`config.mk`:
```
export PLATFORM = sky130hd
export DESIGN_NAME = ps2_rx_fifo
export DESIGN_NICKNAME = d
export VERILOG_FILES = /design/src/rtl/mio_ps2_pkg.sv /design/src/rtl/ps2_sync_fifo.sv /design/src/rtl/ps2_rx_fifo.sv
export SDC_FILE = /design/constraint.sdc
export NUM_CORES = 1
export LEC_CHECK = 0
export CORE_ASPECT_RATIO = 1.1
export CORE_UTILIZATION = 34
export DETAILED_ROUTE_END_ITERATION = 10
export HOLD_SLACK_MARGIN = 0.1
export PLACE_DENSITY = 0.54
export SLEW_MARGIN = 20
export SYNTH_ARGS = -nofsm -noshare
export SYNTH_HDL_FRONTEND = slang
export SYNTH_SLANG_ARGS = --single-unit
```
`constraint.sdc`:
```
create_clock -name clk -period 6.3 [get_ports clk]
set_input_delay 0.63 -clock clk [delete_from_list [all_inputs] [get_ports clk]]
set_output_delay 0.63 -clock clk [all_outputs]
set_load 0.01 [all_outputs]
```
`src/rtl/mio_ps2_pkg.sv`:
```
// Shared definitions for the MIO PS/2 receiver: FSM states, status bit positions, register selects.
package mio_ps2_pkg;

    typedef enum logic [1:0] {
        S_IDLE   = 2'd0,
        S_DATA   = 2'd1,
        S_PARITY = 2'd2,
        S_STOP   = 2'd3
    } ps2_state_e;

    localparam int ST_AVAIL = 0;
    localparam int ST_RSVD  = 1;
    localparam int ST_LPAR  = 2;
    localparam int ST_CLK   = 3;
    localparam int ST_FULL  = 4;
    localparam int ST_PERR  = 5;
    localparam int ST_FERR  = 6;
    localparam int ST_OVR   = 7;

    localparam logic REG_DATA   = 1'b0;
    localparam logic REG_STATUS = 1'b1;

endpackage

```
`src/rtl/ps2_sync_fifo.sv`:
```
// Small synchronous FIFO for received PS/2 bytes; power-of-two depth, async active-high reset.
module ps2_sync_fifo #(
    parameter int DEPTH = 8,
    parameter int WIDTH = 8
) (
    input  logic             clk,
    input  logic             reset,
    input  logic             push,
    input  logic             pop,
    input  logic [WIDTH-1:0] din,
    output logic             full,
    output logic             empty,
    output logic [WIDTH-1:0] head
);

    localparam int AW = $clog2(DEPTH);
    localparam int CW = AW + 1;

    logic [WIDTH-1:0] mem_q [DEPTH];
    logic [AW-1:0]    wr_ptr_q, wr_ptr_d;
    logic [AW-1:0]    rd_ptr_q, rd_ptr_d;
    logic [CW-1:0]    count_q, count_d;
    logic             do_push, do_pop;

    // A push into a full FIFO is accepted only when a pop frees the slot in the same cycle.
    always_comb begin
        do_pop   = pop & (count_q != '0);
        do_push  = push & ((count_q != CW'(DEPTH)) | do_pop);
        wr_ptr_d = wr_ptr_q + AW'(do_push);
        rd_ptr_d = rd_ptr_q + AW'(do_pop);
        count_d  = count_q + CW'(do_push) - CW'(do_pop);
    end

    always_ff @(posedge clk or posedge reset) begin
        if (reset) begin
            wr_ptr_q <= '0;
            rd_ptr_q <= '0;
            count_q  <= '0;
            for (int i = 0; i < DEPTH; i++) begin
                mem_q[i] <= '0;
            end
        end else begin
            if (do_push) begin
                mem_q[wr_ptr_q] <= din;
            end
            wr_ptr_q <= wr_ptr_d;
            rd_ptr_q <= rd_ptr_d;
            count_q  <= count_d;
        end
    end

    assign full  = (count_q == CW'(DEPTH));
    assign empty = (count_q == '0);
    assign head  = mem_q[rd_ptr_q];

endmodule

```
`src/rtl/ps2_rx_fifo.sv`:
```
// PS/2 device-to-host receiver with byte FIFO, sticky error flags and a Z180 bus status port.
// Optional mid-frame timeout abort is enabled by defining PS2_RX_TIMEOUT_EN.
import mio_ps2_pkg::*;

module ps2_rx_fifo #(
    parameter int FIFO_DEPTH = 8,
    parameter int FILTER_LEN = 4
`ifdef PS2_RX_TIMEOUT_EN
    ,
    parameter int TIMEOUT_CYCLES = 16384
`endif
) (
    input  logic       clk,
    input  logic       reset,
    input  logic       addr,
    input  logic       rd,
    output logic [7:0] data_out,
    output logic       kb_int,
    input  logic       in_clk,
    input  logic       in_data
);

    localparam int FW = $clog2(FILTER_LEN);
    localparam logic [FW-1:0] FILT_MAX = FW'(FILTER_LEN - 1);

    logic          clk_s1_q, clk_s2_q, dat_s1_q, dat_s2_q;
    logic [FW-1:0] filt_cnt_q, filt_cnt_d;
    logic          clk_filt_q, clk_filt_d;
    ps2_state_e    state_q, state_d;
    logic [7:0]    shift_q, shift_d;
    logic [2:0]    bit_cnt_q, bit_cnt_d;
    logic          par_q, par_d;
    logic          ovr_q, ovr_d, ferr_q, ferr_d, perr_q, perr_d;
    logic          kb_int_q, kb_int_d;
    logic          fall, push, pop, status_rd;
    logic          ovr_set, ferr_set, perr_set;
    logic          full, empty;
    logic [7:0]    head;
    logic [7:0]    status;

`ifdef PS2_RX_TIMEOUT_EN
    localparam int TW = $clog2(TIMEOUT_CYCLES);
    localparam logic [TW-1:0] TO_MAX = TW'(TIMEOUT_CYCLES - 1);
    logic [TW-1:0] to_cnt_q, to_cnt_d;
`endif

    ps2_sync_fifo #(.DEPTH(FIFO_DEPTH), .WIDTH(8)) u_fifo (
        .clk   (clk),
        .reset (reset),
        .push  (push),
        .pop   (pop),
        .din   (shift_q),
        .full  (full),
        .empty (empty),
        .head  (head)
    );

    assign pop       = rd & (addr == REG_DATA) & ~empty;
    assign status_rd = rd & (addr == REG_STATUS);

    // The filtered clock flips only after FILTER_LEN consecutive samples disagree with it.
    always_comb begin
        clk_filt_d = clk_filt_q;
        filt_cnt_d = '0;
        if (clk_s2_q != clk_filt_q) begin
            if (filt_cnt_q == FILT_MAX) begin
                clk_filt_d = clk_s2_q;
            end else begin
                filt_cnt_d = filt_cnt_q + FW'(1);
            end
        end
    end

    assign fall = clk_filt_q & ~clk_filt_d;

    always_comb begin
        state_d   = state_q;
        shift_d   = shift_q;
        bit_cnt_d = bit_cnt_q;
        par_d     = par_q;
        push      = 1'b0;
        ovr_set   = 1'b0;
        ferr_set  = 1'b0;
        perr_set  = 1'b0;
        if (fall) begin
            case (state_q)
                S_IDLE: begin
                    if (!dat_s2_q) begin
                        shift_d   = '0;
                        bit_cnt_d = '0;
                        state_d   = S_DATA;
                    end
                end
                S_DATA: begin
                    shift_d   = {dat_s2_q, shift_q[7:1]};
                    bit_cnt_d = bit_cnt_q + 3'd1;
                    if (bit_cnt_q == 3'd7) begin
                        state_d = S_PARITY;
                    end
                end
                S_PARITY: begin
                    par_d   = dat_s2_q;
                    state_d = S_STOP;
                end
                S_STOP: begin
                    state_d = S_IDLE;
                    if (!dat_s2_q) begin
                        ferr_set = 1'b1;
                    end else if (~^{shift_q, par_q}) begin
                        perr_set = 1'b1;
                    end else if (full && !pop) begin
                        ovr_set = 1'b1;
                    end else begin
                        push = 1'b1;
                    end
                end
                default: state_d = S_IDLE;
            endcase
        end
`ifdef PS2_RX_TIMEOUT_EN
        to_cnt_d = (state_q == S_IDLE || fall) ? '0 : to_cnt_q + TW'(1);
        if (state_q != S_IDLE && !fall && to_cnt_q == TO_MAX) begin
            state_d  = S_IDLE;
            ferr_set = 1'b1;
            to_cnt_d = '0;
        end
`endif
    end

    // A flag raised in the same cycle as a status-read clear wins over the clear.
    always_comb begin
        ovr_d    = (ovr_q & ~status_rd) | ovr_set;
        ferr_d   = (ferr_q & ~status_rd) | ferr_set;
        perr_d   = (perr_q & ~status_rd) | perr_set;
        kb_int_d = ~empty | ovr_q | ferr_q | perr_q;
    end

    always_ff @(posedge clk or posedge reset) begin
        if (reset) begin
            clk_s1_q   <= 1'b1;
            clk_s2_q   <= 1'b1;
            dat_s1_q   <= 1'b1;
            dat_s2_q   <= 1'b1;
            filt_cnt_q <= '0;
            clk_filt_q <= 1'b1;
            state_q    <= S_IDLE;
            shift_q    <= '0;
            bit_cnt_q  <= '0;
            par_q      <= 1'b0;
            ovr_q      <= 1'b0;
            ferr_q     <= 1'b0;
            perr_q     <= 1'b0;
            kb_int_q   <= 1'b0;
`ifdef PS2_RX_TIMEOUT_EN
            to_cnt_q   <= '0;
`endif
        end else begin
            clk_s1_q   <= in_clk;
            clk_s2_q   <= clk_s1_q;
            dat_s1_q   <= in_data;
            dat_s2_q   <= dat_s1_q;
            filt_cnt_q <= filt_cnt_d;
            clk_filt_q <= clk_filt_d;
            state_q    <= state_d;
            shift_q    <= shift_d;
            bit_cnt_q  <= bit_cnt_d;
            par_q      <= par_d;
            ovr_q      <= ovr_d;
            ferr_q     <= ferr_d;
            perr_q     <= perr_d;
            kb_int_q   <= kb_int_d;
`ifdef PS2_RX_TIMEOUT_EN
            to_cnt_q   <= to_cnt_d;
`endif
        end
    end

    always_comb begin
        status           = '0;
        status[ST_OVR]   = ovr_q;
        status[ST_FERR]  = ferr_q;
        status[ST_PERR]  = perr_q;
        status[ST_FULL]  = full;
        status[ST_CLK]   = clk_filt_q;
        status[ST_LPAR]  = par_q;
        status[ST_RSVD]  = 1'b0;
        status[ST_AVAIL] = ~empty;
        if (addr == REG_STATUS) begin
            data_out = status;
        end else begin
            data_out = empty ? 8'h00 : head;
        end
    end

    assign kb_int = kb_int_q;

endmodule

```
==> results_dict.tcl, run 1 <==
set metrics [dict create \
    fin_tns_setup_ns 0 \
    place.detailed.instances 524 \
    grt_max_degree 65 \
    clk_latency_ns 0.34 \
    cap_violations 0 \
    cp-start-kind "register" \
    syn_nets 367 \
    final_cell_mix "94 x sky130_fd_sc_hd__dfrtp_1, 59 x sky130_fd_sc_hd__mux2_2, 31 x sky130_fd_sc_hd__nand2_1, 19 x sky130_fd_sc_hd__o21ai_0, 17 x sky130_fd_sc_hd__ha_1" \
    fp.dieH_microns 126 \
    critical_path.n_buffers_inverters 2 \
    layout.nets 375 \
    io_pins 15 \
    synth.ff_latch_count 99 \
    critPathRequiredTime_ns 5.67 \
    layout.core_utilization_pct 39.7 \
    grt_remaining_overflow 0 \
    fin_worst_skew_ns 0.00613 \
    die_width_microns 115 \
    std_cell_rows 44 \
    clk_root_buffer_cell "sky130_fd_sc_hd__clkbuf_16" \
    grt_antenna_before_repair 0 \
    report.final.slew_viol_count 0 \
    hold_path_class "reg2reg" \
    post_route_wl_microns 9420 \
    drt.antenna.violating_nets 0 \
    place.detailed.hpwl_microns 6310 \
    insertedDiodeCount 0 \
    post_drt_via_cell_ratio 4.92 \
    port_buffers 14 \
    post_cts_buffers 0 \
    rr_startpoint "shift_q[1]" \
    critical_path.max_stage_delay_ns 0.64 \
    layout_commonest_cell "sky130_fd_sc_hd__dfrtp_1" \
    post_cts_resized 0 \
    setup-violations-final 0 \
    gp_congestion 0.703 \
    clock_path_buffers 2 \
    crit_start "u_fifo.rd_ptr_q[0]" \
    clkSinkCount 99 \
    cts-htree-levels 3 \
    synth.distinct_cells 36 \
    r2r_end "u_fifo.count_q[2]" \
    path_max_fanout 10 \
    worst-setup-path-type "reg2out" \
    share_of_the_clock_period_used_by_the_worst_path_after_layout_pct 53.7 \
    max_slew.worst_pin.slew_ns 1.03 \
    ir_worst_vdd_mv 0.148 \
    path_depth 5 \
    die_area_sq_um 14500 \
    final_area_sq_um 5330 \
    drive_gt1_share_pct 33.4 \
    grt_pass1_wl_microns 15600 \
    timing.reg2reg.setup_slack_ns 3.13 \
    worst_setup_path_endpoint "data_out[5]" \
    core-area_sq_um 13400 \
    drt_iter0_markers 135 \
    tritoncts "done" \
    instances_no_fill 540 \
    power.static_leakage_nw 2.48 \
    grt_setup_unrepaired "false" \
    post_synth_inst_count 343 \
    via_count 2658 \
    critPathSlowestCell "sky130_fd_sc_hd__dfrtp_1" \
    drt_wl_cell_microns 17.4 \
    post_dp_cell_area_sq_um 5050 \
    rr_worst_depth 7 \
    yosysWarnings 0 \
    cp_cell_sequence "buf_4, mux4_2, mux2i_1, o21ai_0, clkdlybuf4s50_1" \
    cts.clk_slew.worst_paths_ns 0.07 \
    via_count_of_the_first_global_routing_pass 2775 \
    drt_pass1_iterations 4 \
    layout.filler_cells 1315 \
    clock.fmax_mhz 296 \
    area_growth_pct 12.1 \
    p_per_area_nw_per_um2 293 \
    pre_cts_ws_ns 3.13 \
    path_delay_family "buffers and inverters" \
    tot_gr_track_use_pct 14.7 \
    initial_utilization_pct 35.4 \
    status "completed" \
    endpoint_kind "output port" \
    multi_input_comb_area_sq_um 2130 \
    period_needed_ns 3.38 \
    post_synth_instance_area_sq_um 4760 \
    remaining_drc_errors 0 \
    tritoncts.num_buffers 9 \
    critPathArrivalTime_ns 2.75 \
    regArea_sq_um 2480 \
    synthesis.area_per_instance_sq_um 13.9 \
    post-route-worst-setup-slack_ns 2.92 \
    yosysSeqAreaShare_pct 52.2 \
    cts-hold-fix-buffers 0 \
    final_hold_viol_count 0 \
    slew_headroom_pct 30.8 \
]
## worst min path at each step
stage,start,to,slack (ns),depth (start not counted)
5_1_grt,clk_s1_q,clk_s2_q,0.36,0
2_1_floorplan,clk_s1_q,clk_s2_q,0.35,0
3_3_place_gp,clk_s1_q,clk_s2_q,0.35,0
4_1_cts,clk_s1_q,clk_s2_q,0.36,0
6_report,clk_s1_q,clk_s2_q,0.36,0
3_5_place_dp,clk_s1_q,clk_s2_q,0.35,0
## synth_stat cells
cell type                  instances  area share [%]
sky130_fd_sc_hd__dfstp_2           5             2.8
sky130_fd_sc_hd__a21oi_1           3            0.32
sky130_fd_sc_hd__nand2_1          31             2.4
sky130_fd_sc_hd__a211oi_1          1            0.16
sky130_fd_sc_hd__a21o_1            3            0.47
sky130_fd_sc_hd__mux2_2           59              14
sky130_fd_sc_hd__and3b_1           1            0.18
sky130_fd_sc_hd__o21ai_0          20             2.1
sky130_fd_sc_hd__ha_1             17             4.5
sky130_fd_sc_hd__dfrtp_1          94              49
sky130_fd_sc_hd__buf_2             3            0.32
sky130_fd_sc_hd__a22o_1            2            0.37
sky130_fd_sc_hd__fa_1              1            0.42
sky130_fd_sc_hd__o31ai_1           1            0.16
sky130_fd_sc_hd__nand3b_1          2            0.32
sky130_fd_sc_hd__buf_4             1            0.16
sky130_fd_sc_hd__xnor3_1           1            0.47
sky130_fd_sc_hd__nor3_4            7             2.4
sky130_fd_sc_hd__clkbuf_1         13             1.0
sky130_fd_sc_hd__nand2b_4          1            0.29
sky130_fd_sc_hd__nor3_1            2            0.21
sky130_fd_sc_hd__nand2_2           1            0.13
sky130_fd_sc_hd__xor2_1            6             1.1
sky130_fd_sc_hd__nand3_1           4            0.42
sky130_fd_sc_hd__mux4_2           16             7.6
sky130_fd_sc_hd__o32a_1            1            0.21
sky130_fd_sc_hd__xnor2_1           5            0.92
sky130_fd_sc_hd__or3_1             1            0.13
sky130_fd_sc_hd__mux2i_1           7             1.5
sky130_fd_sc_hd__inv_1            11            0.87
sky130_fd_sc_hd__o311ai_2          1            0.34
sky130_fd_sc_hd__nor2_1            7            0.55
sky130_fd_sc_hd__buf_6             3            0.71
sky130_fd_sc_hd__nor2b_1           3            0.39
sky130_fd_sc_hd__and3_2            1            0.16
sky130_fd_sc_hd__mux2_4            8             2.5
## layout make-up
class,count,area share [%]
timing repair buffer,17,3.05
clock inverter,5,0.657
tap,184,4.32
sequential,99,46.6
inverter,11,0.821
multi-input combinational,213,40.0
clock buffer,11,4.55
## flip-flops by register name, summed over array words and instances, names as in the netlist, 2 cells and up
signal and flops:
u_fifo.mem_q 64, shift_q 8, u_fifo.count_q 4, bit_cnt_q 3, u_fifo.rd_ptr_q 3, u_fifo.wr_ptr_q 3
filt_cnt_q 2, state_q 2
## where the power goes
part           internal, mW  leakage (nW)  switching, mW
combinational         0.134          1.00          0.144
sequential            0.681          1.34         0.0836
clock                 0.280         0.136          0.240
## per-stage QoR
step                hold WS (ns)  total power, mW
floorplan                  0.345            0.975
global placement           0.346             1.05
detailed placement         0.347             1.06
CTS                        0.357             1.59
global route               0.360             1.65
finish                     0.357             1.56
## layer usage
metal  routed length [microns]  track usage, %
met5                         0               0
met4                       178            6.19
met3                       298            2.94
met2                      4570            23.5
met1                      4370            19.5
## logic make-up (layout without fill, tap and decap cells)
logic type      count (synthesis)  count (layout)  share of synthesized area, %
mux                            90              90                          25.5
compound gates                 32              32                          4.13
flops                          99              99                          52.2
buf+inv                        31              44                          3.08
xor+xnor                       12              12                          2.50
simple gates                   61              61                          7.63
fa+ha+maj                      18              18                          4.89
## worst reg2reg max path: stages (launching register included)
cell and delay (ns):
sky130_fd_sc_hd__dfrtp_1 0.57, sky130_fd_sc_hd__xor2_1 0.19, sky130_fd_sc_hd__xnor3_1 0.45, sky130_fd_sc_hd__xnor2_2 0.83, sky130_fd_sc_hd__nor2_1 0.19, sky130_fd_sc_hd__ha_1 0.29, sky130_fd_sc_hd__fa_1 0.38, sky130_fd_sc_hd__xor2_1 0.15
Power figures use the tool's default switching activity.
==> run 2: changes to the inputs <==
Settings changed: PLACE_DENSITY 0.54 to 0.56.
Clock period 6.3 ns to 2.8 ns, I/O delays scaled along.
==> results_dict.tcl, run 2 (synthesized netlist as in run 1, its figures left out) <==
set metrics [dict create \
    worstHoldStart "in_clk" \
    grt_pass1_wl_microns 15000 \
    path_delay_family "multiplexers" \
    insertedDiodeCount 0 \
    area_growth_pct 17.2 \
    core-area_sq_um 13400 \
    drt_iter0_markers 119 \
    switching_share_pct 29.1 \
    critical_path.n_buffers_inverters 2 \
    timing.hold.worst_path_depth 1 \
    layout.core_utilization_pct 41.5 \
    remaining_drc_errors 0 \
    post_drt_via_cell_ratio 4.80 \
    port_buffers 14 \
    cts.clk_slew.worst_paths_ns 0.07 \
    regMostFlops "u_fifo.mem_q" \
    die_width_microns 115 \
    clkSinkCount 99 \
    final_hold_viol_count 0 \
    cp_cell_sequence "buf_6, mux4_2, mux2i_1, o21ai_0, clkdlybuf4s50_1" \
    post_cts_buffers 0 \
    power_frac_comb_pct 20.3 \
    fin_worst_skew_ns 0.0111 \
    p_clk_share_pct 33.9 \
    pwr-share-seq_pct 45.8 \
    grt_remaining_overflow 0 \
    cp-start-kind "register" \
    max_reg_flops 64 \
    p_per_area_nw_per_um2 656 \
    fp.dieH_microns 126 \
    via_count 2707 \
    status "completed" \
    rr_startpoint "shift_q[7]" \
    holdPathEnd "clk_s1_q" \
    setup-violations-final 0 \
    multi_input_comb_area_sq_um 2140 \
    r2r_end "u_fifo.count_q[2]" \
    grt_antenna_before_repair 0 \
    post_route_wl_microns 9300 \
    pre_cts_ws_ns 0.208 \
    final_cell_mix "93 x sky130_fd_sc_hd__dfrtp_1, 59 x sky130_fd_sc_hd__mux2_2, 31 x sky130_fd_sc_hd__nand2_1, 24 x sky130_fd_sc_hd__buf_4, 19 x sky130_fd_sc_hd__o21ai_0" \
    clock_path_buffers 2 \
    rr_worst_depth 8 \
    regArea_sq_um 2480 \
    layout_top_registers "u_fifo.mem_q: 64 flops, shift_q: 8 flops, u_fifo.count_q: 4 flops" \
    tot_gr_track_use_pct 13.9 \
    tritoncts "done" \
    drt_pass1_iterations 4 \
    hold_path_class "in2reg" \
    drt_wl_cell_microns 16.5 \
    drt.antenna.violating_nets 0 \
    post-route-worst-setup-slack_ns 0.116 \
    ir_worst_vdd_mv 0.253 \
    critPathArrivalTime_ns 2.40 \
    worst-setup-path-type "reg2out" \
    drive_gt1_share_pct 38.7 \
    tritoncts.num_buffers 9 \
    gp_congestion 0.720 \
    clock.fmax_mhz 373 \
    io_pins 15 \
    slew_headroom_pct 50.4 \
    layout_commonest_cell "sky130_fd_sc_hd__dfrtp_1" \
    clk_latency_ns 0.34 \
    share_of_the_clock_period_used_by_the_worst_path_after_layout_pct 95.8 \
    design_internal_power_mw 2.59 \
    cap_violations 0 \
    std_cell_rows 44 \
    critical_path.max_stage_delay_ns 0.52 \
    cts-htree-levels 3 \
    timing.reg2reg.setup_slack_ns 0.31 \
    grt_setup_unrepaired "false" \
    clk_root_buffer_cell "sky130_fd_sc_hd__clkbuf_16" \
    report.final.slew_viol_count 0 \
    place.detailed.hpwl_microns 6550 \
    fin_tns_setup_ns 0 \
    endpoint_kind "output port" \
    grt_max_degree 40 \
    critPathRequiredTime_ns 2.52 \
    power.static_leakage_nw 2.61 \
    path_max_fanout 10 \
    die_area_sq_um 14500 \
    layout.nets 399 \
    initial_utilization_pct 35.4 \
    layout.filler_cells 1290 \
    max_slew.worst_pin.slew_ns 0.742 \
    net-switching-power_mw 1.06 \
    via_count_of_the_first_global_routing_pass 2795 \
    period_needed_ns 2.68 \
    critPathSlowestCell "sky130_fd_sc_hd__mux4_2" \
]
[run 2: cell count changes in the layout (fill, tap and decap cells not counted), sizes merged]
| cell | change |
|---|---|
| buf | +24 |
| clkinvlp | +2 |
| inv | -1 |
| clkbuf | -2 |
| bufinv | +1 |
[run 2: repair_timing]
item / in CTS / in global routing
endpoints found under the setup margin: 0 / 2
resized for setup: 0 / 3
hold buffers: 0 / 0
[run 2: worst max path at each step]
stage,start,cells past startpoint,endpoint
2_1_floorplan,shift_q[1],8,u_fifo.count_q[2]
3_3_place_gp,rd,6,u_fifo.mem_q[48]
3_5_place_dp,rd,6,u_fifo.mem_q[49]
4_1_cts,u_fifo.rd_ptr_q[0],5,data_out[6]
5_1_grt,u_fifo.rd_ptr_q[0],5,data_out[6]
6_report,u_fifo.rd_ptr_q[0],5,data_out[6]
[run 2: worst register-to-register path, stage by stage, from the launching register on]
cell,delay (ns)
sky130_fd_sc_hd__dfrtp_1,0.58
sky130_fd_sc_hd__xnor2_1,0.18
sky130_fd_sc_hd__xnor3_1,0.28
sky130_fd_sc_hd__xnor2_2,0.16
sky130_fd_sc_hd__buf_4,0.27
sky130_fd_sc_hd__nor2_1,0.12
sky130_fd_sc_hd__ha_1,0.24
sky130_fd_sc_hd__fa_1,0.39
sky130_fd_sc_hd__xor2_1,0.15
[run 2: power groups by stage]
| stage | Clock, mW | Sequential, mW | Combinational, mW |
|---|---|---|---|
| finish | 1.24 | 1.67 | 0.743 |
| detailed placement | 0 | 1.70 | 0.747 |
| global route | 1.34 | 1.69 | 0.821 |
| floorplan | 0 | 1.61 | 0.589 |
| CTS | 1.29 | 1.67 | 0.752 |
| global placement | 0 | 1.70 | 0.732 |
[run 2: through the flow]
| step | cells | cell area, sq um | power, mW | hold slack [ns] |
|---|---|---|---|---|
| after global placement | 548 | 5260 | 2.43 | 0.347 |
| after global routing | 564 | 5570 | 3.85 | 0.326 |
| after detailed placement | 548 | 5260 | 2.45 | 0.347 |
| final | 564 | 5570 | 3.66 | 0.341 |
| after CTS | 564 | 5560 | 3.71 | 0.326 |
| after floorplan | 343 | 4760 | 2.19 | 0.284 |
[run 2: layout make-up]
cell class | count | share of cell area, %
Sequential cell | 99 | 44.6
Multi-Input combinational cell | 213 | 38.4
Tap cell | 184 | 4.13
Clock buffer | 9 | 4.04
Clock inverter | 7 | 1.35
Inverter | 11 | 0.808
Timing Repair Buffer | 41 | 6.67
[run 2: per-layer routing]
layer / GRT usage [%] / vias up / wire length [microns]
met5: 0 / - / 0
met4: 5.42 / 0 / 150
met3: 2.50 / 11 / 263
met2: 22.2 / 33 / 4430
met1: 18.7 / 1396 / 4450
li1: - / 1267 / -
==> run 3: changes to the inputs <==
Settings changed: CORE_ASPECT_RATIO 1.1 to 0.8.
==> results_dict.tcl, run 3 (synthesized netlist as in run 1, its figures left out) <==
set metrics [dict create \
    status "completed" \
    post-route-worst-setup-slack_ns 0.143 \
    power.static_leakage_nw 2.63 \
    final_cell_mix "93 x sky130_fd_sc_hd__dfrtp_1, 59 x sky130_fd_sc_hd__mux2_2, 31 x sky130_fd_sc_hd__nand2_1, 24 x sky130_fd_sc_hd__buf_4, 19 x sky130_fd_sc_hd__o21ai_0" \
    cts.clk_slew.worst_paths_ns 0.07 \
    layout_commonest_cell "sky130_fd_sc_hd__dfrtp_1" \
    regArea_sq_um 2480 \
    layout.nets 401 \
    cp-start-kind "register" \
    grt_setup_unrepaired "false" \
    drt_iter0_markers 159 \
    clkSinkCount 99 \
    pwr-share-seq_pct 44.6 \
    clk_latency_ns 0.35 \
    initial_utilization_pct 35.0 \
    pre_cts_ws_ns 0.277 \
    grt_remaining_overflow 0 \
    via_count_of_the_first_global_routing_pass 2834 \
    p_per_area_nw_per_um2 670 \
    endpoint_kind "output port" \
    gp_congestion 0.737 \
    ir_worst_vdd_mv 0.397 \
    cap_violations 0 \
    grt_antenna_before_repair 0 \
    net-switching-power_mw 1.12 \
    cts-hold-fix-buffers 0 \
    power_frac_comb_pct 23.5 \
    grt_pass1_wl_microns 16000 \
    design_power_total_mw 3.75 \
    clk_root_buffer_cell "sky130_fd_sc_hd__clkbuf_16" \
    port_buffers 14 \
    cts-htree-levels 3 \
    layout.filler_cells 1308 \
    remaining_drc_errors 0 \
    critPathArrivalTime_ns 2.38 \
    post_drt_via_cell_ratio 4.89 \
    final_area_sq_um 5600 \
    clock.fmax_mhz 376 \
    tritoncts.num_buffers 9 \
    instances_no_fill 562 \
    multi_input_comb_area_sq_um 2140 \
    report.final.slew_viol_count 0 \
    std_cell_rows 38 \
    switching_share_pct 29.8 \
    drt_pass1_iterations 7 \
    setup-violations-final 0 \
    path_max_fanout 13 \
    insertedDiodeCount 0 \
    drive_gt1_share_pct 38.7 \
    post_dp_cell_area_sq_um 5220 \
    slew_headroom_pct 55.9 \
    p_clk_share_pct 31.9 \
    final_hold_viol_count 0 \
    max_reg_flops 64 \
    period_needed_ns 2.66 \
    io_pins 15 \
    place.detailed.instances 538 \
    grt_max_degree 100 \
    layout.core_utilization_pct 41.2 \
    place.detailed.hpwl_microns 6570 \
    timing.reg2reg.setup_slack_ns 0.39 \
    die_width_microns 134 \
    tot_gr_track_use_pct 14.9 \
    die_area_sq_um 14500 \
    design_internal_power_mw 2.63 \
    layout_top_registers "u_fifo.mem_q: 64 flops, shift_q: 8 flops, u_fifo.count_q: 4 flops" \
    share_of_the_clock_period_used_by_the_worst_path_after_layout_pct 94.9 \
    area_growth_pct 17.7 \
    drt_wl_cell_microns 17.4 \
    post_route_wl_microns 9750 \
    hold_path_class "in2reg" \
    fp.dieH_microns 108 \
    via_count 2750 \
    hold_ws_ns 0.341 \
    core-area_sq_um 13600 \
    drt.antenna.violating_nets 0 \
    fin_tns_setup_ns 0 \
    tritoncts "done" \
    regMostFlops "u_fifo.mem_q" \
    worst-setup-path-type "reg2out" \
    fin_worst_skew_ns 0.00633 \
    clock_path_buffers 2 \
    critPathRequiredTime_ns 2.52 \
    max_slew.worst_pin.slew_ns 0.662 \
]
==> run 3: cell count changes in the layout (fill, tap and decap cells not counted), sizes merged <==
| cell | before | now |
|---|---|---|
| inv | 12 | 13 |
| clkbuf | 9 | 10 |
| buf | 27 | 29 |
| bufinv | 1 | 0 |
| clkinv | 2 | 1 |
==> run 3: power by group through the flow <==
stage | sequential [mW] | clock [mW] | combinational (mW)
floorplan | 1.61 | 0 | 0.589
global placement | 1.69 | 0 | 0.743
detailed placement | 1.70 | 0 | 0.760
CTS | 1.67 | 1.23 | 0.764
global route | 1.69 | 1.29 | 0.983
finish | 1.67 | 1.20 | 0.880
==> run 3: path summary, 6_finish.rpt <==
check                                   start                  to  cells past startpoint
setup / recovery           u_fifo.rd_ptr_q[0]         data_out[3]                      5
hold / removal                        in_data            dat_s1_q                      1
setup reg to reg                   shift_q[3]   u_fifo.count_q[2]                      8
hold reg to reg                      dat_s1_q            dat_s2_q                      0
max in group asynchronous               reset  u_fifo.rd_ptr_q[1]                      3
min in group asynchronous               reset              kb_int                      3
==> run 3: cell type report <==
| type | instances | area share (%) |
|---|---|---|
| clock buffer | 10 | 4.27 |
| clock inverter | 6 | 0.827 |
| inverter | 11 | 0.805 |
| multi-input combinational | 213 | 38.2 |
| sequential | 99 | 44.4 |
| tap | 180 | 4.02 |
| timing repair buffer | 43 | 7.51 |
==> run 3: worst max-delay path, stage by stage (launching register included) <==
cell	delay, ns
sky130_fd_sc_hd__dfrtp_1	0.37
sky130_fd_sc_hd__buf_12	0.17
sky130_fd_sc_hd__mux4_2	0.52
sky130_fd_sc_hd__mux2i_1	0.28
sky130_fd_sc_hd__o21ai_0	0.18
sky130_fd_sc_hd__clkdlybuf4s50_1	0.51
==> run 3: repair_timing <==
| item | CTS | global route |
|---|---|---|
| hold endpoints to repair | 0 | 0 |
| resized for setup | 0 | 1 |
| buffers inserted | 0 | 8 |
| setup endpoints to repair | 0 | 5 |
==> run 3: layer usage <==
layer | GRT usage (%) | wire length [microns]
met2 | 23.2 | 4460
met4 | 4.33 | 102
met3 | 3.39 | 279
met5 | 0 | 0
met1 | 20.9 | 4910
==> variant 1 (flow settings as in run 2) <==
Add an input register stage for `addr`, `rd` and `in_data`, with the module's reset; this delays them by one clock.
--- a/src/rtl/ps2_rx_fifo.sv
+++ b/src/rtl/ps2_rx_fifo.sv
@@ -22,6 +22,22 @@
 
     localparam int FW = $clog2(FILTER_LEN);
     localparam logic [FW-1:0] FILT_MAX = FW'(FILTER_LEN - 1);
+
+    logic addr_q;
+    logic rd_q;
+    logic in_data_q;
+
+    always_ff @(posedge clk or posedge reset) begin
+        if (reset) begin
+            addr_q    <= '0;
+            rd_q      <= '0;
+            in_data_q <= '0;
+        end else begin
+            addr_q    <= addr;
+            rd_q      <= rd;
+            in_data_q <= in_data;
+        end
+    end
 
     logic          clk_s1_q, clk_s2_q, dat_s1_q, dat_s2_q;
     logic [FW-1:0] filt_cnt_q, filt_cnt_d;
@@ -55,8 +71,8 @@
         .head  (head)
     );
 
-    assign pop       = rd & (addr == REG_DATA) & ~empty;
-    assign status_rd = rd & (addr == REG_STATUS);
+    assign pop       = rd_q & (addr_q == REG_DATA) & ~empty;
+    assign status_rd = rd_q & (addr_q == REG_STATUS);
 
     // The filtered clock flips only after FILTER_LEN consecutive samples disagree with it.
     always_comb begin
@@ -157,7 +173,7 @@
         end else begin
             clk_s1_q   <= in_clk;
             clk_s2_q   <= clk_s1_q;
-            dat_s1_q   <= in_data;
+            dat_s1_q   <= in_data_q;
             dat_s2_q   <= dat_s1_q;
             filt_cnt_q <= filt_cnt_d;
             clk_filt_q <= clk_filt_d;
@@ -185,7 +201,7 @@
         status[ST_LPAR]  = par_q;
         status[ST_RSVD]  = 1'b0;
         status[ST_AVAIL] = ~empty;
-        if (addr == REG_STATUS) begin
+        if (addr_q == REG_STATUS) begin
             data_out = status;
         end else begin
             data_out = empty ? 8'h00 : head;
Function: changed (Yosys sat finds a counterexample within 4 cycles, from zero or initial values and one cycle with reset high).
==> variant 1 against run 2 <==
  * Area after synthesis rose by 0.45%
  * Worst setup slack improved by 0.046 ns
  * Count of clock-buffer cells in the layout rose by 2
  * Synthesized cell count fell by 5.0%
  * Sequential cell count rose by 3
  * Total power fell by 4.8%
  * Cell area fell by 0.54%
  * Combinational power fell by 18%
  * Wire length rose by 3.6%
==> variant 1: results (changes against run 2) <==
[synth]
yosys-top-cells-area=dfrtp_1, mux2_2, mux4_2, ha_1, dfstp_2

[global_routing]
grt_pass1_wl_microns=15900  ; +6.0%
met1_usage=0.203  ; +0.0164
gr-usage-met2=0.234  ; +0.0118
grt_max_degree=103  ; +160%
grt_pass1_vias=2818  ; +0.82%
globalRouteMet3Util=0.0177  ; -0.00735

[timing]
worst_pin_slew_ns=0.736  ; -0.00586 ns

[finish]
multi_input_area_sq_um=2100  ; -2.0%
sh_seq_area=0.462  ; +0.0162
n_fill_cell=1301  ; +0.85%
buf_share=0.0564  ; -0.0102
finalNonFillerCells=545  ; -3.4%

[outcome]
status=finished, final reports clean

[critical_path]
r2r_end=u_fifo.mem_q[23]$_DFFE_PP0P_
worstPathMaxFanout=13  ; +3
endpoint=data_out[7]
worst-r2r-cell-count=6  ; -2
crit_arrival_ns=2.36  ; -0.04 ns

[min_path]
hold_path_depth=0  ; -1
hold_path_end=dat_s1_q$_DFF_PP1_

[power_and_ir_drop]
p_int_mw=2.55  ; -1.8%
p_leak_nw=2.59  ; -0.98%

[place]
place.gp.congestion=0.757  ; +5.1%
dpl.cell_count=528  ; -3.6%
placed_area_sq_um=5240  ; -0.40%

[drt]
vias=2636  ; -2.6%
met2WireLength_microns=4570  ; +3.1%

[cts]
cts_num_sinks=102  ; +3.0%

[variant 1: cell count changes after synthesis, moves of 2 or more]
cell | run 2 | this run
a22o_1 | 2 | 10
nand2_1 | 31 | 14
dfrtp_1 | 94 | 97
nor3_1 | 2 | 4
o21ai_0 | 20 | 10
clkbuf_1 | 13 | 11
[variant 1: logic make-up after synthesis]
kind of cell | count (synthesis) | synth area share
multiplexers | 91 | 0.257
AO/OA/AOI/OAI | 30 | 0.0437
buffers and inverters | 28 | 0.0275
XOR/XNOR | 12 | 0.0249
adder cells (fa/ha/maj) | 18 | 0.0487
AND/OR/NAND/NOR | 45 | 0.0629
flip-flops | 102 | 0.536
[variant 1: repair_timing]
action,4_1_cts,5_1_grt
resized for setup,1,2
endpoints found under the hold margin,0,0
buffers inserted,0,1
setup endpoints to repair,1,6
gates cloned,0,0
==> variant 2 (config.mk and constraints of run 2) <==
Made on the original files. The option `PS2_RX_TIMEOUT_EN` is turned on by a define.
--- a/src/rtl/ps2_rx_fifo.sv
+++ b/src/rtl/ps2_rx_fifo.sv
@@ -1,5 +1,7 @@
 // PS/2 device-to-host receiver with byte FIFO, sticky error flags and a Z180 bus status port.
 // Optional mid-frame timeout abort is enabled by defining PS2_RX_TIMEOUT_EN.
+`define PS2_RX_TIMEOUT_EN
+
 import mio_ps2_pkg::*;
 
 module ps2_rx_fifo #(
Function: no difference found for any inputs over 10 cycles, from zero or initial values and one cycle with reset high; that may be too few to reach the edited logic, so the function may still have changed.
==> variant 2 against run 2 <==
  * Area after synthesis increased by 13%
  * Wire length is 19% higher
  * Sequential cell count is 14 higher
  * Global-route usage up 1.2 points
  * Worst setup slack lost 0.021 ns
  * Highest routed layer unchanged
  * Cell area rose by 18%
  * Total power grew 37%
  * Combinational power rose by 4.2%
==> variant 2: results (changes against run 2) <==
[global_routing]
grt_max_degree=107  ; +170%
grt_pass1_wl_microns=18200  ; +22%
gr-usage-met2=0.237  ; +0.0145
globalRouteMet3Util=0.0408  ; +0.0158
grt_pass1_vias=3390  ; +21%
met1_usage=0.199  ; +0.0117

[finish]
final_nets=460  ; +15%
drive_above_1_share=0.345  ; -0.0416
clock_area_frac=0.0977  ; +0.0439
multi_input_gates=248  ; +16%
multi_input_area_sq_um=2400  ; +12%
clkbuf_count=20  ; +11
reg_top3=u_fifo.mem_q: 64 flops, to_cnt_q: 14 flops, shift_q: 8 flops
finish.utilization=0.429  ; +0.0138
n_fill_cell=1396  ; +8.2%
buffers_excl_clock=40  ; -2.4%

[place]
dpl.cell_count=611  ; +11%
pre_cts_ws_ns=0.188  ; -0.0204 ns
place.gp.congestion=0.761  ; +5.7%
dp_hpwl_microns=7590  ; +16%

[synth]
yosysSeqAreaShare=0.525  ; +0.00305
synth_seq_cells=113  ; +14%
synth_fa_ha_area_frac=0.0455  ; -0.00348
yosys-top-cells-area=dfrtp_1, mux2_2, mux4_2, mux2_4, ha_1
synthesis.nets=422  ; +15%
synth.avg_cell_area_sq_um=13.6  ; -2.0%
yosysUniqueCellTypes=41  ; +14%
synthMuxAreaShare=0.233  ; -0.0229
synth_compound_area_frac=0.0422  ; +0.000903

[drt]
met2WireLength_microns=5250  ; +18%
wl_microns=11000  ; +19%
wire_per_inst_microns=17.2  ; +4.4%
drt_iter0_drc=173  ; +45%
met1Wirelength_microns=5280  ; +19%
routed-wl-met3_microns=303  ; +15%
routed_via_density=4.97  ; +3.6%

[cts]
clk_latency_ns=0.41  ; +0.07 ns
htree_num_levels=4  ; +1

[critical_path]
worstPathMaxFanout=8  ; -2
critPathTopFamily=buffers and inverters
critPathSlowestCell=dfrtp_2

[min_path]
hold_path_class=in2async

[power_and_ir_drop]
combinationalPowerShare=0.154  ; -0.049
p_clk_frac=0.467  ; +0.128
pg_seq_mw=1.91  ; +14%
ir_drop_mv=0.402  ; +59%

[outcome]
status=finished, final reports clean

[timing]
slew_headroom=0.432  ; -0.0728
clock_skew_ns=0.00886  ; -0.00221 ns

==> variant 2: cell count changes in the layout (fill, tap and decap cells not counted), moves of 7 or more <==
cell	delta
nor2_1	+18
nand2_1	-15
dfrtp_1	+13
o21ai_0	-12
a22o_1	+8
clkbuf_16	+8
mux2_2	-8
mux2_4	+8
xor2_1	+8
nand3_1	+7
nor3_4	-7
==> variant 2: path summary, 6_finish.rpt <==
check	startpoint	cells after the start	end	slack, ns
worst max-delay path	u_fifo.rd_ptr_q[0]$_DFF_PP0_	5	data_out[3]	0.09
worst min-delay path	reset	2	to_cnt_q[3]$_DFF_PP0_	0.14
max in group asynchronous	reset	3	u_fifo.rd_ptr_q[0]$_DFF_PP0_	1.83
worst min register to register	clk_s1_q$_DFF_PP1_	0	clk_s2_q$_DFF_PP1_	0.36
worst max register to register	shift_q[4]$_DFFE_PP0P_	6	u_fifo.mem_q[6]$_DFFE_PP0P_	0.19
min in group clk	in_clk	1	clk_s1_q$_DFF_PP1_	0.27
